$ cat config.mk
export PLATFORM = sky130hd
export DESIGN_NAME = common_fifo_ram_1w1r_ctl
export DESIGN_NICKNAME = d
export VERILOG_FILES = /design/src/rtl/common_fifo_ram_1w1r_ctl_pkg.sv /design/src/rtl/common_dffram_2a1w1r.sv /design/src/rtl/common_fifo_ptr_ctl.sv /design/src/rtl/common_fifo_ram_1w1r_ctl.sv
export SDC_FILE = /design/constraint.sdc
export NUM_CORES = 1
export LEC_CHECK = 0
export ABC_AREA = 1
export CAP_MARGIN = 20
export CORE_MARGIN = 2
export CORE_UTILIZATION = 58
export DETAILED_ROUTE_END_ITERATION = 10
export PLACE_DENSITY = 0.84
export RECOVER_POWER = 100
export SYNTH_ARGS = -nofsm -noshare
export SYNTH_HDL_FRONTEND = slang
export SYNTH_SLANG_ARGS = --single-unit
$ cat constraint.sdc
create_clock -name clk -period 3.23 [get_ports clk]
set_input_delay 0.323 -clock clk [delete_from_list [all_inputs] [get_ports clk]]
set_output_delay 0.323 -clock clk [all_outputs]
set_load 0.01 [all_outputs]
$ cat src/rtl/common_fifo_ram_1w1r_ctl_pkg.sv
`default_nettype none
// ============================================================================
// Module   : common_fifo_ram_1w1r_ctl_pkg
// Purpose  : Shared constants and helpers for the common RAM-based FIFO
//            family (depth derivation, legal parameter ranges).
// Ports    : none (package)
// Revision : 1.0 - initial release
// ============================================================================
package common_fifo_ram_1w1r_ctl_pkg;

  localparam int unsigned FIFO_DEPTH_LOG2_MIN = 1;
  localparam int unsigned FIFO_DEPTH_LOG2_MAX = 8;

  // Entry count for a given log2 depth.
  function automatic int unsigned fifo_depth(input int unsigned depth_log2);
    return 32'd1 << depth_log2;
  endfunction

endpackage
`default_nettype wire

$ cat src/rtl/common_dffram_2a1w1r.sv
`default_nettype none
// ============================================================================
// Module   : common_dffram_2a1w1r
// Purpose  : Flop-based RAM with separate write and read addresses, one
//            synchronous write port and one combinational read port.
//            Contents are cleared by the asynchronous reset.
// Ports    : clk, resetn      - clock / async active-low reset
//            we, waddr, wdata - write port (rising edge)
//            raddr, rdata     - combinational read port
// Revision : 1.0 - initial release
// ============================================================================
module common_dffram_2a1w1r #(
  parameter int unsigned ADDR_W = 2,
  parameter int unsigned DATA_W = 8
) (
  input  logic              clk,
  input  logic              resetn,
  input  logic              we,
  input  logic [ADDR_W-1:0] waddr,
  input  logic [DATA_W-1:0] wdata,
  input  logic [ADDR_W-1:0] raddr,
  output logic [DATA_W-1:0] rdata
);

  localparam int unsigned c_words = 32'd1 << ADDR_W;

  logic [DATA_W-1:0] r_mem [0:c_words-1];

  always_ff @(posedge clk or negedge resetn) begin
    if (!resetn) begin
      for (int i = 0; i < int'(c_words); i++) begin
        r_mem[i] <= '0;
      end
    end else if (we) begin
      r_mem[waddr] <= wdata;
    end
  end

  assign rdata = r_mem[raddr];

endmodule
`default_nettype wire

$ cat src/rtl/common_fifo_ptr_ctl.sv
`default_nettype none
// ============================================================================
// Module   : common_fifo_ptr_ctl
// Purpose  : Pointer, occupancy, flag and sticky-error logic for a
//            single-clock FIFO. Storage lives outside this block.
// Ports    : clk, resetn            - clock / async active-low reset
//            wen, ren               - push / pop requests
//            flush, err_clr         - synchronous clear of pointers / errors
//            push_ok                - push accepted this cycle (RAM write)
//            waddr, raddr           - RAM addresses (pointer low bits)
//            fifo_empty/full, almost_empty/full, count - status
//            err_overflow, err_underflow               - sticky errors
// Revision : 1.0 - initial release
// ============================================================================
module common_fifo_ptr_ctl
  import common_fifo_ram_1w1r_ctl_pkg::*;
#(
  parameter int unsigned FIFO_DEPTH_LOG2     = 2,
  parameter int unsigned ALMOST_FULL_THRESH  = 3,
  parameter int unsigned ALMOST_EMPTY_THRESH = 1,
  parameter int unsigned PASS_WHEN_FULL      = 1
) (
  input  logic                       clk,
  input  logic                       resetn,
  input  logic                       wen,
  input  logic                       ren,
  input  logic                       flush,
  input  logic                       err_clr,
  output logic                       push_ok,
  output logic [FIFO_DEPTH_LOG2-1:0] waddr,
  output logic [FIFO_DEPTH_LOG2-1:0] raddr,
  output logic                       fifo_empty,
  output logic                       fifo_full,
  output logic                       almost_empty,
  output logic                       almost_full,
  output logic [FIFO_DEPTH_LOG2:0]   count,
  output logic                       err_overflow,
  output logic                       err_underflow
);

  localparam int unsigned            c_pw   = FIFO_DEPTH_LOG2 + 1;
  localparam logic [FIFO_DEPTH_LOG2:0] c_af = c_pw'(ALMOST_FULL_THRESH);
  localparam logic [FIFO_DEPTH_LOG2:0] c_ae = c_pw'(ALMOST_EMPTY_THRESH);
  localparam logic                   c_pass = (PASS_WHEN_FULL != 0);

  // Pointers carry one extra wrap bit so full and empty are distinguishable.
  logic [FIFO_DEPTH_LOG2:0] r_wptr;
  logic [FIFO_DEPTH_LOG2:0] r_rptr;
  logic                     r_err_overflow;
  logic                     r_err_underflow;
  logic                     w_pop_ok;
  logic                     w_push_ok;
  logic [FIFO_DEPTH_LOG2:0] w_count;
  logic                     w_empty;
  logic                     w_full;

  assign w_count = r_wptr - r_rptr;
  assign w_empty = (r_wptr == r_rptr);
  assign w_full  = (r_wptr[FIFO_DEPTH_LOG2-1:0] == r_rptr[FIFO_DEPTH_LOG2-1:0]) &&
                   (r_wptr[FIFO_DEPTH_LOG2] != r_rptr[FIFO_DEPTH_LOG2]);

  // When full, a simultaneous pop frees the head slot, which is exactly the
  // slot the write pointer addresses, so the push can land there.
  assign w_pop_ok  = ren & ~w_empty;
  assign w_push_ok = wen & (~w_full | (c_pass & w_pop_ok));

  always_ff @(posedge clk or negedge resetn) begin
    if (!resetn) begin
      r_wptr <= '0;
      r_rptr <= '0;
    end else if (flush) begin
      r_wptr <= '0;
      r_rptr <= '0;
    end else begin
      if (w_push_ok) r_wptr <= r_wptr + 1'b1;
      if (w_pop_ok)  r_rptr <= r_rptr + 1'b1;
    end
  end

  // Clear first, set afterwards: a set in the same cycle wins. A flush
  // cycle does not record errors for the requests it discards.
  always_ff @(posedge clk or negedge resetn) begin
    if (!resetn) begin
      r_err_overflow  <= 1'b0;
      r_err_underflow <= 1'b0;
    end else begin
      if (err_clr) begin
        r_err_overflow  <= 1'b0;
        r_err_underflow <= 1'b0;
      end
      if (!flush) begin
        if (wen & ~w_push_ok) r_err_overflow  <= 1'b1;
        if (ren & w_empty)    r_err_underflow <= 1'b1;
      end
    end
  end

  assign push_ok       = w_push_ok & ~flush;
  assign waddr         = r_wptr[FIFO_DEPTH_LOG2-1:0];
  assign raddr         = r_rptr[FIFO_DEPTH_LOG2-1:0];
  assign fifo_empty    = w_empty;
  assign fifo_full     = w_full;
  assign almost_empty  = (w_count <= c_ae);
  assign almost_full   = (w_count >= c_af);
  assign count         = w_count;
  assign err_overflow  = r_err_overflow;
  assign err_underflow = r_err_underflow;

endmodule
`default_nettype wire

$ cat src/rtl/common_fifo_ram_1w1r_ctl.sv
`default_nettype none
// ============================================================================
// Module   : common_fifo_ram_1w1r_ctl
// Purpose  : Single-clock RAM FIFO, 1 write / 1 read port, show-ahead
//            read data, occupancy count, almost flags, optional
//            write-through-when-full, synchronous flush, sticky errors.
// Ports    : clk, resetn    - clock / async active-low reset
//            din, wen       - push data / request
//            dout, ren      - head entry (show-ahead) / pop request
//            flush, err_clr - synchronous clear of contents / error flags
//            fifo_empty, fifo_full, almost_empty, almost_full, count
//            err_overflow, err_underflow
// Revision : 1.0 - initial release
// ============================================================================
module common_fifo_ram_1w1r_ctl
  import common_fifo_ram_1w1r_ctl_pkg::*;
#(
  parameter int unsigned FIFO_DEPTH_LOG2     = 2,
  parameter int unsigned FIFO_WIDTH          = 8,
  parameter int unsigned ALMOST_FULL_THRESH  = 3,
  parameter int unsigned ALMOST_EMPTY_THRESH = 1,
  parameter int unsigned PASS_WHEN_FULL      = 1
) (
  input  logic                   clk,
  input  logic                   resetn,
  input  logic [FIFO_WIDTH-1:0]  din,
  input  logic                   wen,
  output logic [FIFO_WIDTH-1:0]  dout,
  input  logic                   ren,
  input  logic                   flush,
  input  logic                   err_clr,
  output logic                   fifo_empty,
  output logic                   fifo_full,
  output logic                   almost_empty,
  output logic                   almost_full,
  output logic [FIFO_DEPTH_LOG2:0] count,
  output logic                   err_overflow,
  output logic                   err_underflow
);

  localparam int unsigned c_depth = fifo_depth(FIFO_DEPTH_LOG2);

  // Parameter legality, reported at elaboration.
  if (FIFO_DEPTH_LOG2 < FIFO_DEPTH_LOG2_MIN || FIFO_DEPTH_LOG2 > FIFO_DEPTH_LOG2_MAX) begin : g_chk_depth
    $error("common_fifo_ram_1w1r_ctl: FIFO_DEPTH_LOG2 out of range 1..8");
  end
  if (ALMOST_FULL_THRESH < 1 || ALMOST_FULL_THRESH > c_depth) begin : g_chk_af
    $error("common_fifo_ram_1w1r_ctl: ALMOST_FULL_THRESH out of range 1..DEPTH");
  end
  if (ALMOST_EMPTY_THRESH > c_depth - 1) begin : g_chk_ae
    $error("common_fifo_ram_1w1r_ctl: ALMOST_EMPTY_THRESH out of range 0..DEPTH-1");
  end

  logic                       w_push_ok;
  logic [FIFO_DEPTH_LOG2-1:0] w_waddr;
  logic [FIFO_DEPTH_LOG2-1:0] w_raddr;

  common_fifo_ptr_ctl #(
    .FIFO_DEPTH_LOG2     (FIFO_DEPTH_LOG2),
    .ALMOST_FULL_THRESH  (ALMOST_FULL_THRESH),
    .ALMOST_EMPTY_THRESH (ALMOST_EMPTY_THRESH),
    .PASS_WHEN_FULL      (PASS_WHEN_FULL)
  ) u_ptr_ctl (
    .clk           (clk),
    .resetn        (resetn),
    .wen           (wen),
    .ren           (ren),
    .flush         (flush),
    .err_clr       (err_clr),
    .push_ok       (w_push_ok),
    .waddr         (w_waddr),
    .raddr         (w_raddr),
    .fifo_empty    (fifo_empty),
    .fifo_full     (fifo_full),
    .almost_empty  (almost_empty),
    .almost_full   (almost_full),
    .count         (count),
    .err_overflow  (err_overflow),
    .err_underflow (err_underflow)
  );

  // Read port follows the registered read pointer, so dout is show-ahead
  // with no same-cycle path from din.
  common_dffram_2a1w1r #(
    .ADDR_W (FIFO_DEPTH_LOG2),
    .DATA_W (FIFO_WIDTH)
  ) u_ram (
    .clk    (clk),
    .resetn (resetn),
    .we     (w_push_ok),
    .waddr  (w_waddr),
    .wdata  (din),
    .raddr  (w_raddr),
    .rdata  (dout)
  );

endmodule
`default_nettype wire
Yosys cells after proc, flatten, opt, wreduce, memory -nomap -nowiden. Cells that the tools add are included.

Bits in registers: 40. Latch bits: 0. Bits in writable memories: 0. ROM bits: 0. Bits of input ports: 14. Output and inout bits: 17. Logic and storage cells: 51. Memories: 0.

Add/sub/neg operators: 3. Multipliers: 0. Div/mod/pow operators: 0. $lt $le $gt $ge: 5. Eq/ne operators: 3. Shifts and indexed selects: 0. Muxes and demuxes: 16. Bitwise gates (word level): 12. Reductions and logical operators: 4.

Operator list (number): $bwmux 32 (1); $mux 8 (3); $bmux 8 s2 (1); $demux 8 s2 (1); $mux 3 (4); $add 3x1->3 const B (2); $ge 3x3->1 const B (2); $mux 1 (6); $not 2->3 (2); $and 1x1->1 (5); $not 1->1 (4); $reduce_bool 2->1 (2); $eq 3x3->1 (1); $ge 3x2->1 const B (1); $le 3x1->1 const B (1); $lt 3x1->1 const B (1); $sub 3x3->3 (1); $eq 2x2->1 (1); $logic_and 1x1->1 (2); $ne 1x1->1 (1); $or 1x1->1 (1).

Depth between registers and ports, before layout. Gate-level depths: netlist of run 1.

Word-level depth: 9. Mapped depth: 10. Mapped depth without buffers: 8.

Hierarchy. A second synthesis of run 1 with hierarchy kept.

Cells, all modules: 308. Area total of the unflattened synthesis: 2377.3 sq um.

By module, submodules not included: common_dffram_2a1w1r (instances 1, cells an instance 235, area each 1785.5 sq um, sequential area each 800.8 sq um); common_fifo_ptr_ctl (instances 1, cells an instance 73, area each 591.8 sq um, sequential area each 200.2 sq um).

Least setup slack after synthesis of run 1. OpenSTA, ideal clock, no wires.

Kind: reg-to-output. From: register u_ptr_ctl.r_rptr[1]. To: output almost_empty. Arrival: 1605 ps. Data required time: 2907 ps. Path slack: 1302 ps. Stages on the path, launching flop included: 7. Path buffers: 1. Path through: dfrtp_1 -> clkbuf_1 -> inv_1 -> fa_1 -> xor2_1 -> inv_1 -> nor2_1.

Word-level cells in the longest chain between the ends: 2.

Ends and longest elaborated chain: start, declared (line common_fifo_ptr_ctl.sv:48) `logic [FIFO_DEPTH_LOG2:0] r_rptr;`; start signal, assigned (line common_fifo_ptr_ctl.sv:76) `if (w_pop_ok) r_rptr <= r_rptr + 1'b1;`; $sub 3x3->3 (line common_fifo_ptr_ctl.sv:57) `assign w_count = r_wptr - r_rptr;`; via count[2] (line common_fifo_ram_1w1r_ctl.sv:36) `output logic [FIFO_DEPTH_LOG2:0] count,`; $le 3x1->1 (line common_fifo_ptr_ctl.sv:103) `assign almost_empty = (w_count <= c_ae);`; end, declared (line common_fifo_ram_1w1r_ctl.sv:34) `output logic almost_empty,`.

The timed path passes the listed nets, and every way through them passes these cells.

Worst setup path in the final report of run 1.
From: register u_ptr_ctl.r_rptr[1]. To: output almost_empty.

Word-level cells in the longest chain between the ends: 2.

Ends and longest elaborated chain (line): $sub 3x3->3 (common_fifo_ptr_ctl.sv:57); $le 3x1->1 (common_fifo_ptr_ctl.sv:103).

Every way passes these cells.

==> flow_summary_export.csv, run 1 <==
group,metric,value,unit
setup_path,worst_path_max_delay_cell,"dlygate4sd3_1",
cts,numCtsBuffers,5,
grt,antenna_found_initial,0,
yosys,yosys_warnings,0,
sta,setup_tns,0,ns
route,drt_iter0_markers,207,
setup_path,reg2regPathDepth,8,
floorplan,chipWidth,65.0,um
setup_path,crit_arrival,2.56,ns
cts,clkTransAtPathRegs,0.07,ns
grt,grt_pass1_wl,8390,um
hold_path,holdCritStartpoint,"u_ram.r_mem[11]$_DFFE_PN0P_",
setup_path,r2r-end,"u_ram.r_mem[23]$_DFFE_PN0P_",
yosys,syn_nets,282,
hold_path,min_to,"u_ram.r_mem[11]$_DFFE_PN0P_",
yosys,synth_area_leader_cell,"dfrtp_1",
setup_path,endpoint_kind,"primary output",
sta,clock.fmax,346,MHz
floorplan,initial_core_util,59.8,%
yosys,syn_avg_cell_area,8.29,um2
sta,finalCriticalPeriod,2.89,ns
cts,post_cts_buffers,0,
status,violations,"capacitance limit, slew limit",
cts,clock_sinks,40,
cts,clk_latency,0.30,ns
finish,seq_area,1000,um2
placement,portBuffers,30,
finish,nets,304,
sta,setup_slack,0.343,ns
pwr,leakage,1.28,nW
floorplan,die-area,4220,um2
setup_path,worstPathCellList,"inv_1 > fa_1 > xor2_1 > inv_1 > nor2_1 > dlygate4sd3_1",
finish,fillerInstances,316,
setup_path,reg2reg_from,"u_ptr_ctl.r_rptr[1]$_DFFE_PN0P_",
sta,relSlewSlack,-39.2,%
finish,area_delta_synth_final,14.3,%
yosys,synth_flop_cell,"dfrtp_1",
pwr,power_density,582,nW/um2
hold_path,hp-class,"flop to flop",
sta,hold_viol_final,0,
floorplan,placeableCoreArea,3610,um2
yosys,synthTopCellsByCount,"nand2_1 (79), dfrtp_1 (40), nand4_1 (36)",
route,wl_per_cell,15.3,um
status,outcome,"finished, violations left",
route,drt-vias-per-instance,5.81,
route,num_vias,1918,
cts,cts.htree.levels,2,
grt,overflow,0,
floorplan,io_pins,31,
placement,dp_slack,0.729,ns
sta,tightestPinTransition,2.09,ns
route,postRouteAntennaNets,0,
placement,place_congestion,0.835,
sta,fin_skew,0.00389,ns
sta,setup_violations,0,
setup_path,cp_max_fo,11,
cts,cts_tree,"yes",
yosys,synth_area_leaders,"dfrtp_1 (46%), nand2_1 (14%), nand4_1 (10%), ha_1 (4.1%), o21ai_0 (3.9%)",
hold_path,holdPathStages,2,
setup_path,cp.buffers_inverters,3,
grt,grt_pass1_vias,1796,
finish,drive_gt1_share,4.61,%
route,drt_wl_total,5060,um
cts,cts_resized,0,
yosys,synth_seq_cells,40,
setup_path,r2r_setup_slack,0.43,ns
yosys,synth_edf_count,0,
sta,drv_slew,41,
yosys,synth_most_common_cell,"nand2_1",
route,route.detailed.drc,0,
finish,multiInputGateArea,952,um2
sta,period_share,89.4,%
sta,grt_setup_unrepaired,"no",
placement,dp_hpwl,3260,um
floorplan,rows,22,
setup_path,cp_common_cell,"inv_1",
cts,cts_root_buf,"clkbuf_8",
yosys,yosysUniqueCellTypes,20,
yosys,netlist.area_leader.share,46.5,%
setup_path,critPathMaxStageDelay,0.62,ns
setup_path,critical_path.top_delay_family,"buffers and inverters",
job,timing.max_cap.violations,1,
grt,grt_use_total,26.7,%
yosys,synth_seq_area_share,46.5,%
grt,grt_max_degree,41,
finish,num_antenna_cells,0,
yosys,synth_area,2150,um2
setup_path,cp.required,2.91,ns
pwr,ir_drop,0.000348,V
yosys,syn-instance-count,260,
yosys,synthArstFlopShare,100,%
cts,clk_path_buf_depth,2,
route,firstDrtPassIters,5,
setup_path,startpoint_type,"flop",
cts,cts_hold_buf,0,
floorplan,die_height,65.0,um
setup_path,crit_type,"flop to primary output",
## power breakdown
part | switching (mW) | internal (mW) | total (mW) | leakage, nW
combinational | 0.252 | 0.196 | 0.447 | 0.714
sequential | 0.0620 | 0.606 | 0.668 | 0.520
clock | 0.173 | 0.147 | 0.320 | 0.0410
total | 0.486 | 0.949 | 1.43 | 1.28
## kinds of logic after synthesis
kind of cell | synth area share (%)
AND/OR/NAND/NOR | 32.3
flip-flops | 46.5
buffers and inverters | 8.42
AO/OA/AOI/OAI | 6.56
adder cells (fa/ha/maj) | 4.99
XOR/XNOR | 1.22
## state kept, by name, indices dropped and copies added, names as in the netlist
signal,count
u_ptr_ctl.err_overflow,1
u_ptr_ctl.err_underflow,1
u_ptr_ctl.r_rptr,3
u_ptr_ctl.r_wptr,3
u_ram.r_mem,32
## worst max path at each step
| stage | startpoint | endpoint | depth (start not counted) |
|---|---|---|---|
| detailed placement | u_ptr_ctl.r_rptr[1]$_DFFE_PN0P_ | almost_empty | 6 |
| floorplan | u_ptr_ctl.r_rptr[1]$_DFFE_PN0P_ | almost_empty | 6 |
| global route | u_ptr_ctl.r_rptr[1]$_DFFE_PN0P_ | almost_empty | 6 |
| finish | u_ptr_ctl.r_rptr[1]$_DFFE_PN0P_ | almost_empty | 6 |
| global placement | u_ptr_ctl.r_rptr[1]$_DFFE_PN0P_ | almost_empty | 6 |
| CTS | u_ptr_ctl.r_rptr[1]$_DFFE_PN0P_ | almost_empty | 6 |
## placed cells by master (no fill, tap or decap), drive strengths merged
| master | netlist | final |
|---|---|---|
| buf | 14 | 2 |
| clkbuf | 3 | 7 |
| clkdlybuf4s50 | 0 | 12 |
| clkinv | 0 | 1 |
| dfrtp | 40 | 40 |
| dlygate4sd3 | 0 | 17 |
| fa | 1 | 1 |
| ha | 7 | 7 |
| inv | 17 | 17 |
| nand2 | 80 | 80 |
| nand3 | 14 | 14 |
| nand4 | 36 | 36 |
| nor2 | 19 | 19 |
| o21ai | 17 | 17 |
| o22ai | 9 | 9 |
| xor2 | 3 | 3 |
## layout make-up
cell class / instances / share of cell area, %
inverter: 17 / 2.59
multi-input combinational: 186 / 38.6
timing repair buffer: 32 / 12.5
clock inverter: 1 / 0.203
sequential: 40 / 40.6
tap: 48 / 2.44
clock buffer: 6 / 2.95
## per-stage QoR
stage                     cell area [um2]  cells  util [%]  hold WS, ns  power, mW
after floorplan                      2150    260         -       0.0274      0.926
after global placement               2410    323      66.8        0.448       1.14
after detailed placement             2410    323      66.8        0.453       1.15
after CTS                            2480    330      68.9        0.175       1.47
after global routing                 2460    330      68.3        0.487       1.52
final                                2460    330      68.3        0.474       1.43
## metal layers
layer	wire length [um]	global-route usage [%]	vias to the layer above
met1	2120	34.2	923
met3	367	5.90	8
li1	-	-	915
met2	2510	44.1	72
met5	0	0	-
met4	63	10.1	0
## worst min-delay path, stage by stage, from the launching register on
cell	delay [ns]
dfrtp_1	0.34
nand2_1	0.05
nand2_1	0.05
Note: power is estimated with default switching activity, not from simulation.
==> run 2, diff against run 1 <==
CORE_UTILIZATION = 60   (was 58)
CTS_BUF_LIST = sky130_fd_sc_hd__clkbuf_4   (was not set)
PLACE_DENSITY = 0.87   (was 0.84)
==> run 2 against run 1 <==
- the flow still finishes with violations (capacitance limit, slew limit)
- worst hold slack improved by 0.017 ns
- sequential cell count did not move
- clock skew up 0.011 ns
- critical path type unchanged
==> flow_summary_export.csv, run 2 (synthesized netlist as in run 1, its figures left out) <==
group,metric,value,unit
floorplan,rows,21,
pwr,p_int,0.960,mW
finish,seq_area,1000,um2
route,num_vias,1963,
cts,post_cts_buffers,0,
pwr,ir_drop,0.000405,V
sta,finalCriticalPeriod,3.00,ns
placement,portBuffers,30,
pwr,seqPwrFrac,47.3,%
route,route.detailed.drc,0,
sta,clock.fmax,333,MHz
floorplan,initial_core_util,63.6,%
route,drt_iter0_markers,201,
status,outcome,"finished, violations left",
pwr,leakage,1.28,nW
route,postRouteAntennaNets,0,
finish,largest_reg_flops,32,
setup_path,crit_arrival,2.68,ns
pwr,combinationalPowerShare,29.7,%
status,violations,"capacitance limit, slew limit",
grt,grt_max_degree,41,
cts,clk_path_buf_depth,2,
setup_path,crit_type,"flop to primary output",
cts,cts_root_buf,"clkbuf_4",
grt,grt_use_total,27.3,%
sta,relSlewSlack,-38.5,%
cts,clock_sinks,40,
floorplan,io_pins,31,
route,drt-vias-per-instance,5.97,
route,drt_wl_total,5050,um
pwr,power_density,592,nW/um2
job,timing.max_cap.violations,1,
pwr,swShare,34.2,%
setup_path,startpoint_type,"flop",
pwr,p_clk_share,23.0,%
finish,area_delta_synth_final,14.3,%
grt,grt_pass1_wl,8520,um
grt,overflow,0,
sta,grt_setup_unrepaired,"no",
sta,setup_violations,0,
cts,cts_tree,"yes",
grt,antenna_found_initial,0,
sta,tightestPinTransition,2.08,ns
hold_path,hp-class,"flop to flop",
sta,hold_viol_final,0,
route,wl_per_cell,15.3,um
finish,layout_commonest_cell,"nand2_1",
setup_path,cp.required,2.91,ns
sta,drv_slew,41,
placement,place_congestion,0.820,
floorplan,die-area,4090,um2
floorplan,die_height,63.9,um
finish,nets,304,
finish,reg_top3,"u_ram.r_mem x32, u_ptr_ctl.r_rptr x3, u_ptr_ctl.r_wptr x3",
setup_path,cp_max_fo,20,
sta,fin_skew,0.0150,ns
cts,cts.htree.levels,2,
finish,utilization,72.7,%
finish,top_register,"u_ram.r_mem",
finish,num_antenna_cells,0,
route,firstDrtPassIters,5,
setup_path,endpoint_kind,"primary output",
sta,period_share,92.9,%
floorplan,placeableCoreArea,3390,um2
finish,multiInputGateArea,952,um2
finish,fillerInstances,243,
floorplan,chipWidth,63.9,um
cts,numCtsBuffers,5,
pwr,switchingPower,0.498,mW
sta,setup_tns,0,ns
cts,cts_resized,0,
setup_path,r2r_setup_slack,0.57,ns
grt,grt_pass1_vias,1789,
finish,final_cell_mix,"nand2_1 (79), dfrtp_1 (40), nand4_1 (36)",
cts,cts_hold_buf,0,
finish,drive_gt1_share,4.95,%
cts,clk_latency,0.36,ns
cts,clkTransAtPathRegs,0.12,ns
placement,dp_hpwl,3480,um
## run 2: changes by cell type in the layout (fill, tap and decap cells not counted), sizes merged
cell    before  now
bufinv       0    1
clkbuf       7    6
clkinv       1    2
## run 2: power groups by stage
stage	registers [mW]	clock network (mW)	logic, mW
after floorplan	0.658	0	0.268
final	0.690	0.336	0.432
after CTS	0.685	0.337	0.464
after global placement	0.692	0	0.444
after detailed placement	0.694	0	0.462
after global routing	0.701	0.357	0.485
## run 2: layout make-up
cell class                      count  share of cell area [%]
Sequential cell                    40                    40.6
Multi-Input combinational cell    186                    38.6
Timing Repair Buffer               32                    12.5
Inverter                           17                    2.59
Tap cell                           46                    2.34
Clock inverter                      3                    1.73
Clock buffer                        5                    1.52
## run 2: through the flow
| stage | worst slack (ns) | hold WS [ns] | instances | cell area, um2 | total power, mW |
|---|---|---|---|---|---|
| after floorplan | 1.30 | 0.0274 | 260 | 2150 | 0.926 |
| after global placement | 0.745 | 0.450 | 321 | 2400 | 1.14 |
| after detailed placement | 0.699 | 0.458 | 321 | 2400 | 1.16 |
| after CTS | 0.293 | 0.0952 | 329 | 2480 | 1.49 |
| after global routing | 0.0878 | 0.519 | 329 | 2460 | 1.54 |
| final | 0.229 | 0.491 | 329 | 2460 | 1.46 |
## run 2: per-layer routing
metal	track usage (%)	vias to the layer above	wire (um)
li1	-	925	-
met1	38.7	937	2200
met2	39.5	89	2310
met3	9.33	12	449
met4	8.42	0	87
met5	0	-	0
## run 2: final timing paths
| kind | from | endpoint | depth (start not counted) |
|---|---|---|---|
| max | u_ptr_ctl.r_rptr[0]$_DFFE_PN0P_ | almost_empty | 7 |
| min | u_ram.r_mem[7]$_DFFE_PN0P_ | u_ram.r_mem[7]$_DFFE_PN0P_ | 2 |
| max reg2reg | u_ptr_ctl.r_rptr[1]$_DFFE_PN0P_ | u_ram.r_mem[1]$_DFFE_PN0P_ | 8 |
| min reg2reg | u_ram.r_mem[7]$_DFFE_PN0P_ | u_ram.r_mem[7]$_DFFE_PN0P_ | 2 |
| max in group asynchronous | resetn | u_ptr_ctl.r_rptr[0]$_DFFE_PN0P_ | 1 |
| min in group asynchronous | resetn | u_ptr_ctl.r_wptr[1]$_DFFE_PN0P_ | 1 |
## run 2: worst max-delay path, cell delays in order, from the launching register on
cell	delay, ns
dfrtp_1	0.71
ha_1	0.24
inv_1	0.05
fa_1	0.37
xor2_1	0.20
inv_1	0.07
nor2_1	0.08
dlygate4sd3_1	0.60
